<file path="config.mk">
export PLATFORM = sky130hd
export DESIGN_NAME = keypad_scanner_4x4_flat
export DESIGN_NICKNAME = d
export VERILOG_FILES = /design/src/rtl/keypad_scanner_4x4_if.sv /design/src/rtl/keypad_scanner_4x4.sv /design/src/flat_wrapper.sv
export SDC_FILE = /design/constraint.sdc
export NUM_CORES = 1
export LEC_CHECK = 0
export BUFFER_PORTS_ARGS = -buffer_cell sky130_fd_sc_hd__buf_2
export CORE_AREA = 5 5 86 88
export CTS_CLUSTER_SIZE = 12
export DETAILED_ROUTE_END_ITERATION = 8
export DIE_AREA = 0 0 91 93
export GPL_TIMING_DRIVEN = 0
export MAX_ROUTING_LAYER = met4
export PLACE_DENSITY = 0.74
export SLEW_MARGIN = 20
export SYNTH_ARGS = -nofsm -noshare
export SYNTH_HDL_FRONTEND = slang
export SYNTH_SLANG_ARGS = --single-unit
</file>
<file path="constraint.sdc">
create_clock -name clk -period 7.2 [get_ports clk]
set_input_delay 1.44 -clock clk [delete_from_list [all_inputs] [get_ports clk]]
set_output_delay 1.44 -clock clk [all_outputs]
set_load 0.02 [all_outputs]
</file>
<file path="src/rtl/keypad_scanner_4x4_if.sv">
// Keypad scanner bus: matrix pins on one side, accepted-key reporting on the other.
// master = scanner, slave = keypad/consumer side.
interface keypad_scanner_4x4_if;
    logic [3:0]  row_in;
    logic [3:0]  col_out;
    logic [15:0] key_onehot;
    logic        key_valid;
    logic        key_held;

    modport master (
        input  row_in,
        output col_out,
        output key_onehot,
        output key_valid,
        output key_held
    );

    modport slave (
        output row_in,
        input  col_out,
        input  key_onehot,
        input  key_valid,
        input  key_held
    );
endinterface

</file>
<file path="src/rtl/keypad_scanner_4x4.sv">
// 4x4 matrix keypad scanner with frame-based debounce.
// Drives one column low per slot, classifies each 4-slot frame as
// NONE / SINGLE(idx) / MULTI and debounces press and release over
// DEBOUNCE_FRAMES frames. Optional auto-repeat: define KEYPAD_REPEAT_EN.
//
// state     | meaning
// ----------+--------------------------------------------------
// IDLE      | no key accepted, outputs cleared
// PRESS_DEB | counting identical SINGLE frames for candidate
// HELD      | key accepted, key_onehot/key_held asserted
// REL_DEB   | counting non-matching frames before release
module keypad_scanner_4x4 #(
    parameter int SCAN_DIV        = 50000,
    parameter int DEBOUNCE_FRAMES = 4,
    parameter int REPEAT_FRAMES   = 250
) (
    input  logic                        clk,
    input  logic                        rst_n,
    keypad_scanner_4x4_if.master        kp
);
    localparam int              SLOT_W    = $clog2(SCAN_DIV);
    localparam logic [SLOT_W-1:0] SLOT_LAST = SLOT_W'(SCAN_DIV - 1);
    localparam logic [3:0]      DEB_N     = 4'(DEBOUNCE_FRAMES);
    localparam logic [3:0]      DEB_M1    = 4'(DEBOUNCE_FRAMES - 1);

    localparam logic [1:0] IDLE      = 2'd0;
    localparam logic [1:0] PRESS_DEB = 2'd1;
    localparam logic [1:0] HELD      = 2'd2;
    localparam logic [1:0] REL_DEB   = 2'd3;

    logic [3:0]        row_s1_q, row_s1_d, row_s2_q, row_s2_d;
    logic [SLOT_W-1:0] slot_q, slot_d;
    logic [1:0]        col_q, col_d;
    logic [1:0]        frm_cnt_q, frm_cnt_d;
    logic [3:0]        frm_idx_q, frm_idx_d;
    logic [1:0]        state_q, state_d;
    logic [3:0]        cand_q, cand_d;
    logic [3:0]        cnt_q, cnt_d;
    logic [3:0]        rcnt_q, rcnt_d;
    logic [15:0]       key_onehot_q, key_onehot_d;
    logic              key_valid_q, key_valid_d;
    logic              key_held_q, key_held_d;

`ifdef KEYPAD_REPEAT_EN
    localparam int             REP_W    = $clog2(REPEAT_FRAMES + 1);
    localparam logic [REP_W-1:0] REP_LAST = REP_W'(REPEAT_FRAMES - 1);
    logic [REP_W-1:0] rep_q, rep_d;
`endif

    logic       sample;
    logic       frame_end;
    logic [3:0] row_act;
    logic [2:0] col_hits;
    logic [1:0] row_pos;
    logic [2:0] hit_sum;
    logic [1:0] tot_cnt;
    logic [3:0] tot_idx;
    logic       f_single;
    logic       f_match;

    // Synchronizer and column scan timing.
    always_comb begin
        row_s1_d = kp.row_in;
        row_s2_d = row_s1_q;
        sample   = (slot_q == SLOT_LAST);
        slot_d   = sample ? '0 : slot_q + 1'b1;
        col_d    = sample ? col_q + 2'd1 : col_q;
    end

    // Per-slot row classification accumulated into a frame result (0, 1, or 2 = multi).
    always_comb begin
        row_act  = ~row_s2_q;
        col_hits = 3'd0;
        row_pos  = 2'd0;
        for (int r = 3; r >= 0; r--) begin
            col_hits = col_hits + 3'(row_act[r]);
            if (row_act[r]) row_pos = 2'(r);
        end
        hit_sum   = ((col_q == 2'd0) ? 3'd0 : 3'(frm_cnt_q)) + col_hits;
        tot_cnt   = (hit_sum >= 3'd2) ? 2'd2 : hit_sum[1:0];
        tot_idx   = (col_hits == 3'd1) ? {row_pos, col_q} : frm_idx_q;
        frm_cnt_d = sample ? tot_cnt : frm_cnt_q;
        frm_idx_d = sample ? tot_idx : frm_idx_q;
        frame_end = sample && (col_q == 2'd3);
        f_single  = (tot_cnt == 2'd1);
        f_match   = f_single && (tot_idx == cand_q);
    end

    // Debounce state machine, evaluated once per frame.
    always_comb begin
        state_d      = state_q;
        cand_d       = cand_q;
        cnt_d        = cnt_q;
        rcnt_d       = rcnt_q;
        key_onehot_d = key_onehot_q;
        key_held_d   = key_held_q;
        key_valid_d  = 1'b0;
`ifdef KEYPAD_REPEAT_EN
        rep_d        = rep_q;
`endif
        if (frame_end) begin
            case (state_q)
                IDLE: begin
                    if (f_single) begin
                        cand_d = tot_idx;
                        if (DEBOUNCE_FRAMES == 1) begin
                            state_d      = HELD;
                            cnt_d        = DEB_N;
                            key_onehot_d = 16'd1 << tot_idx;
                            key_held_d   = 1'b1;
                            key_valid_d  = 1'b1;
`ifdef KEYPAD_REPEAT_EN
                            rep_d        = '0;
`endif
                        end else begin
                            state_d = PRESS_DEB;
                            cnt_d   = 4'd1;
                        end
                    end
                end
                PRESS_DEB: begin
                    if (f_match) begin
                        if (cnt_q >= DEB_M1) begin
                            state_d      = HELD;
                            cnt_d        = DEB_N;
                            key_onehot_d = 16'd1 << cand_q;
                            key_held_d   = 1'b1;
                            key_valid_d  = 1'b1;
`ifdef KEYPAD_REPEAT_EN
                            rep_d        = '0;
`endif
                        end else begin
                            cnt_d = cnt_q + 4'd1;
                        end
                    end else if (f_single) begin
                        cand_d = tot_idx;
                        cnt_d  = 4'd1;
                    end else begin
                        state_d = IDLE;
                        cnt_d   = 4'd0;
                    end
                end
                HELD: begin
                    if (f_match) begin
`ifdef KEYPAD_REPEAT_EN
                        if (rep_q == REP_LAST) begin
                            rep_d       = '0;
                            key_valid_d = 1'b1;
                        end else begin
                            rep_d = rep_q + 1'b1;
                        end
`else
                        state_d = HELD;
`endif
                    end else if (DEBOUNCE_FRAMES == 1) begin
                        state_d      = IDLE;
                        rcnt_d       = DEB_N;
                        key_onehot_d = 16'd0;
                        key_held_d   = 1'b0;
                    end else begin
                        state_d = REL_DEB;
                        rcnt_d  = 4'd1;
                    end
                end
                default: begin
                    if (f_match) begin
                        state_d = HELD;
`ifdef KEYPAD_REPEAT_EN
                        rep_d   = '0;
`endif
                    end else if (rcnt_q >= DEB_M1) begin
                        state_d      = IDLE;
                        rcnt_d       = DEB_N;
                        key_onehot_d = 16'd0;
                        key_held_d   = 1'b0;
                    end else begin
                        rcnt_d = rcnt_q + 4'd1;
                    end
                end
            endcase
        end
    end

    // All state registers; async reset restarts the scan at col 0, slot 0.
    always_ff @(posedge clk or negedge rst_n) begin
        if (!rst_n) begin
            row_s1_q     <= 4'hF;
            row_s2_q     <= 4'hF;
            slot_q       <= '0;
            col_q        <= 2'd0;
            frm_cnt_q    <= 2'd0;
            frm_idx_q    <= 4'd0;
            state_q      <= IDLE;
            cand_q       <= 4'd0;
            cnt_q        <= 4'd0;
            rcnt_q       <= 4'd0;
            key_onehot_q <= 16'd0;
            key_valid_q  <= 1'b0;
            key_held_q   <= 1'b0;
`ifdef KEYPAD_REPEAT_EN
            rep_q        <= '0;
`endif
        end else begin
            row_s1_q     <= row_s1_d;
            row_s2_q     <= row_s2_d;
            slot_q       <= slot_d;
            col_q        <= col_d;
            frm_cnt_q    <= frm_cnt_d;
            frm_idx_q    <= frm_idx_d;
            state_q      <= state_d;
            cand_q       <= cand_d;
            cnt_q        <= cnt_d;
            rcnt_q       <= rcnt_d;
            key_onehot_q <= key_onehot_d;
            key_valid_q  <= key_valid_d;
            key_held_q   <= key_held_d;
`ifdef KEYPAD_REPEAT_EN
            rep_q        <= rep_d;
`endif
        end
    end

    assign kp.col_out    = ~(4'b0001 << col_q);
    assign kp.key_onehot = key_onehot_q;
    assign kp.key_valid  = key_valid_q;
    assign kp.key_held   = key_held_q;
endmodule
</file>
<file path="src/flat_wrapper.sv">
// flat-port wrapper written by rule: the top's interface ports become plain ports
module keypad_scanner_4x4_flat 
#(
    parameter int SCAN_DIV        = 50000,
    parameter int DEBOUNCE_FRAMES = 4,
    parameter int REPEAT_FRAMES   = 250
)
  (clk, rst_n, kp_row_in, kp_col_out, kp_key_onehot, kp_key_valid, kp_key_held);
  keypad_scanner_4x4_if kp_i ();
  input  logic clk;
  input  logic rst_n;
  input wire logic [$bits(kp_i.row_in)-1:0] kp_row_in;
  output wire logic [$bits(kp_i.col_out)-1:0] kp_col_out;
  output wire logic [$bits(kp_i.key_onehot)-1:0] kp_key_onehot;
  output wire logic [$bits(kp_i.key_valid)-1:0] kp_key_valid;
  output wire logic [$bits(kp_i.key_held)-1:0] kp_key_held;
  assign kp_i.row_in = kp_row_in;
  assign kp_col_out = kp_i.col_out;
  assign kp_key_onehot = kp_i.key_onehot;
  assign kp_key_valid = kp_i.key_valid;
  assign kp_key_held = kp_i.key_held;
  keypad_scanner_4x4 #(.SCAN_DIV(SCAN_DIV), .DEBOUNCE_FRAMES(DEBOUNCE_FRAMES), .REPEAT_FRAMES(REPEAT_FRAMES)) u_core (.clk(clk), .rst_n(rst_n), .kp(kp_i));
endmodule
</file>
* Word-level counts from Yosys, hierarchy flattened *
Index checks and enable logic that the tools add are counted.

word-level totals
  bits in registers = 64
  output and inout bits = 22
  logic and storage cells = 101

operators by class
  $add $sub $neg = 8
  magnitude comparators = 3
  equal/unequal tests = 14
  shifts and indexed selects = 2
  mux-type cells = 42
  bitwise logic cells = 5
  reductions and logical operators = 14

operators by type and width
  kind                     count
  $mux W16                 5
  $mux W4                  9
  $pmux W16 S2             1
  $mux W2                  12
  $pmux W4 S2              3
  $add A16 B1 Y16 const B  1
  $eq A16 B16 Y1 const B   1
  $shl A1 B4 Y16 const A   1
  $mux W1                  10
  $reduce_and A3 Y1        3
  $add A4 B1 Y4 const B    2
  $ge A4 B2 Y1 const B     2
  $not A4 Y4               2
  $add A3 B1 Y3            2
  $ne A2 B1 Y1 const B     3
  $ne A3 B3 Y1 const B     2
  $pmux W2 S3              1
  $reduce_and A6 Y1        1
  $reduce_and A5 Y1        1
  $reduce_bool A5 Y1       1
  $eq A2 B1 Y1 const B     2
  $eq A2 B2 Y1 const B     2
  $eq A4 B4 Y1             1
  $logic_not A2 Y1         2
  12 further kinds         18

* Logic depth before layout (Yosys ltp) *
  depth in word-level cells = 12
  depth in mapped cells = 12

* Worst setup path after synthesis *
Ideal clock, no wire load.

  path type = reg2reg
  start point = register u_core.row_s2_q[2]
  end point = register u_core.rcnt_q[0]
  library setup time = 0.125 ns
  arrival = 3.559 ns
  required time = 7.075 ns
  path slack = 3.516 ns
  cell stages (with the launch flop) = 12
  cells stage by stage = dfstp_2 -> inv_1 -> ha_1 -> fa_1 -> ha_1 -> or3b_1 -> buf_6 -> and3_1 -> nor4_1 -> nor3_1 -> a21oi_1 -> mux2_2

between the ends
  cells in the longest elaborated chain, start to end = 11

ends and longest elaborated chain
  element                        line                       RTL
  start, declared                keypad_scanner_4x4.sv:31   logic [3:0] row_s1_q, row_s1_d, row_s2_q, row_s2_d;
  start signal, assigned         keypad_scanner_4x4.sv:205  row_s2_q <= row_s2_d;
  $not A4 Y4 *                   keypad_scanner_4x4.sv:72   row_act = ~row_s2_q;
  $add A1 B1 Y2                  keypad_scanner_4x4.sv:76   col_hits = col_hits + 3'(row_act[r]);
  $add A3 B1 Y3 (2 in a row)     keypad_scanner_4x4.sv:76
  $add A3 B3 Y3                  keypad_scanner_4x4.sv:79   hit_sum = ((col_q == 2'd0) ? 3'd0 : 3'(frm_cnt_q)) + col_hits;
  $ge A3 B2 Y1                   keypad_scanner_4x4.sv:80   tot_cnt = (hit_sum >= 3'd2) ? 2'd2 : hit_sum[1:0];
  $mux W2                        keypad_scanner_4x4.sv:80
  $eq A2 B1 Y1                   keypad_scanner_4x4.sv:85   f_single = (tot_cnt == 2'd1);
  $logic_and A1 B1 Y1 *          keypad_scanner_4x4.sv:86   f_match = f_single && (tot_idx == cand_q);
  $not A1 Y1 (no line) *         --
  $reduce_and A3 Y1 (no line) *  --
  end signal, assigned           keypad_scanner_4x4.sv:213  rcnt_q <= rcnt_d;
  end, declared                  keypad_scanner_4x4.sv:39   logic [3:0] rcnt_q, rcnt_d;

Every way passes the cells marked *; elsewhere a longest branch is shown, timed or not.
A chain may end at the register's enable or synchronous reset.

* Final worst setup path *
  start point = register u_core.row_s2_q[2]
  end point = register u_core.rcnt_q[1]

The elaborated chain is that of the path after synthesis.

==> results.txt <==
The path category of the worst min-delay check is flop to flop. Max-cap violations in this run came to 0. The finished layout holds 403 standard cells, fillers aside.

The clock latency on the worst-skew pair is 0.35 ns, and the overall overflow remaining after global route is 0. In the finished design, the share of the clock period the worst path needs comes to 56.22%. The area growth from synthesis to layout is 15.69%. The count of cells along the worst register-to-register path was 11. Wire segments on met3 add up to 342 um in the final route. Of all flip-flops after synthesis, the portion carrying an async set or reset was 100.0%.

The reg-to-reg startpoint was u_core.row_s2_q[2]. Yosys printed 0 warnings. Clock-pin slew was measured on the worst setup and hold paths at 0.07 ns.

The floorplan has 30 rows. Counting every sink on the clock net gives 64. Summed over all cells, the static leakage comes to 1.722 nW. During placement, the flow inserted port buffers numbering 27. In this run the mean area of a mapped cell was 11.19 sq um. The largest total area in the synthesized netlist belongs to dfrtp_1. In the routed design, unresolved DRC markers number 0. In this run the standard cell core region covers 6569 sq um. For this design the top-level I/O count stands at 28.

The number of hold buffers added after CTS was 0. The run finished with clean final reports. The post-synthesis sequential element count is 64. TritonCTS built the clock tree. The tools report the quantity of gates resized following cts as 0. In this run the critical register-to-register path is captured at u_core.rcnt_q[1]. The antenna cell count was 0; the cell total after placement was 387. The highest metal layer carrying signal wires in the routed design is met4. TritonCTS created 9 clock buffers. The critical path crosses 11 cells after its start point. At the end of the flow the core is filled with cells to 55.20%. Counting every instance in the synthesized netlist gives 280.

Along the worst path, the maximum fanout reaches 8. In this design, the stage delay of the slowest critical-path cell is 0.58 ns. On the final layout, the worst clock skew is 0.005156 ns.

After detailed routing, the number of vias per cell comes to 5.360. The first global-routing pass estimated 10,200 um of wire. In this run the cell area of the synthesized design comes to 3134 sq um. After the first detailed-routing iteration, the DRC count stood at 102. Walking the worst path, the cells encountered are inv_1, ha_1, fa_1, ha_1, or3b_1, buf_6, and3_1, nor4_1, nor3_1, a21oi_1, mux2_2. Measured against its own limit, the worst slew margin works out to 47.71%. The first element of the critical path is u_core.row_s2_q[2]. The category of the worst setup path launch point was a flop. After the last flow step, the layout net total stands at 338. After synthesis, the largest area contributor takes up 44.71% of total cell area. After synthesis, the cell types taking the most area are dfrtp_1, dfstp_2, ha_1. The critical path is of the flop to flop type. The tools report the initial antenna violation count as 0. Setup total negative slack on the finished layout was measured at 0 ns. The first-pass iteration count of the detailed router is 4. The tools report the final worst slack as 3.152 ns. The run gives 5823 um as the final routed wirelength across all metal layers. CTS placed an instance of clkbuf_8 at the clock tree root. In this run the register-to-register setup slack is 3.15 ns. The origin of the worst min-delay path was u_core.row_s1_q[3]. In the synthesized netlist the dominant register cell turns out to be dfrtp_1. Power density over the cells: 222.2 nW/um^2. The total number of vias was 2,160; the peak supply drop was 0.1347 mV. The tools report the total count of max-transition violations in the final report as 0. After detailed placement, the total cell area comes to 3372 sq um.

In the detailed route, the total length drawn on met2 is 2651 um. STA classifies the critical path endpoint as a flop. After synthesis, flip-flops and latches occupy 51.42% of the total area.

The most numerous cell in the Yosys netlist is dfrtp_1. The final critical path time including I/O delays and setup was 4.048 ns. The detailed router put a total of 2718 um of wire on met1.

Entering global routing, the biggest net connects 65 pins. The logs give 247.0 MHz for the upper clock frequency limit and 3626 sq um for the final instance area. Once detail routing completed, the nets flagged for antenna violations numbered 0. At the worst endpoint, the required time is 7.44 ns.

The run gives 3.136 ns as the pre-CTS setup slack. In this run the deepest clock path goes through 2 buffers. Among cell families on the critical path, the largest total delay comes from simple AND/OR/NAND/NOR gates. The number of flops mapped to enable cells by yosys is 0. STA puts the critical path data arrival time at 4.28 ns.

The tools report the end point of the critical path as u_core.rcnt_q[1]. Setup violations remaining at the end of the flow were counted as 0. The vertical extent of the die was 93 um. Global routing consumed, over all layers together, 15.44% of the routing resources. After legalization and detailed placement, the total HPWL measured 4049 um. The run gives 0 as the buffers inserted during post-CTS setup optimization. The number of nets in the synthesized netlist is 300.

Setup repair after global routing left no endpoint under its margin. Counting instances in the post-synthesis netlist gives the leading cell types as dfrtp_1, nand2_1, nor2_1. Dividing the detail-routed wire length by the instance count gives 14.45 um.

Hold is met by 0.3564 ns. CTS built an H-tree with a depth of 3. The run gives 2,134 as the number of global-route vias before repair.

The weighted congestion at the end of routability-driven global placement is 0.8149, and the die area is 8463 sq um. The logs give 0.8058 mW for the overall power and 0 for the total count of hold-check failures in the final report. The most repeated library cell on the critical path is ha_1. The pin slew with the least headroom to its limit is 0.7844 ns, and the die span in x is 91 um. Among all stages on the critical path, the largest delay is contributed by nor4_1. The initial utilization of the core area, before any placement, comes to 47.71%. The fraction of final layout cells sized beyond drive strength 1 works out to 23.53%. Counting both buffers and inverters, the worst setup path holds a total of 2. The number of different library cells used by synthesis comes to 51.
[worst min path at each step]
stage | slack, ns | depth (start not counted) | endpoint
6_report | 0.36 | 0 | u_core.row_s2_q[3]
4_1_cts | 0.36 | 0 | u_core.row_s2_q[3]
2_1_floorplan | 0.35 | 0 | u_core.row_s2_q[0]
3_3_place_gp | 0.35 | 0 | u_core.row_s2_q[0]
5_1_grt | 0.36 | 0 | u_core.row_s2_q[0]
3_5_place_dp | 0.35 | 0 | u_core.row_s2_q[3]
[registers in the layout, indices dropped and copies added, names as in the netlist, 2 cells and up, named ones only]
| signal | cells |
|---|---|
| u_core.row_s1_q | 4 |
| u_core.slot_q | 16 |
| u_core.row_s2_q | 4 |
| u_core.cnt_q | 4 |
| u_core.kp.key_onehot | 16 |
| u_core.cand_q | 4 |
| u_core.frm_cnt_q | 2 |
| u_core.rcnt_q | 4 |
| u_core.frm_idx_q | 4 |
| u_core.col_q | 2 |
[logic make-up after synthesis]
family,share of synthesized area [%]
mux,4.870
buf+inv,3.234
flops,51.42
fa+ha+maj,6.068
simple gates,18.08
compound gates,11.02
xor+xnor,5.309
[where the power goes]
group	total, mW	switching [mW]	internal (mW)	leakage [nW]
clock	0.388	0.140	0.248	0.126
sequential	0.365	0.00122	0.364	0.852
combinational	0.0531	0.0337	0.0194	0.744
[per-layer routing]
metal	vias to the layer above	GRT usage (%)
met5	-	-
met4	0	5.990
met3	14	5.310
met2	44	22.48
met1	1026	19.94
li1	1076	-
[area by class of cell]
type	instances	area (sq um)
Clock buffer	11	151.4
Tap cell	80	100.1
Sequential cell	64	1612
Inverter	14	52.55
Buffer	9	48.80
Fill cell	573	2943
Timing Repair Buffer	27	137.6
Clock inverter	5	102.6
Multi-Input combinational cell	193	1421
[cells in the final DEF (no fill, tap or decap), drive strengths merged, types with 2 or more instances in the layout]
master	n
mux2i	5
or3	3
nand2	19
xnor2	11
clkbuf	18
nor4	4
a31oi	2
ha	12
buf	29
inv	14
o21ai	9
nor2b	4
fa	2
nor4b	2
bufinv	3
mux2	8
and3	8
nand3	13
a22o	16
nor3	7
dfrtp	56
nand4	3
and2	6
and4	2
a211oi	2
xor2	8
a21oi	8
dfstp	8
nor4bb	2
nor2	19
(Power assumes the default switching activity.)
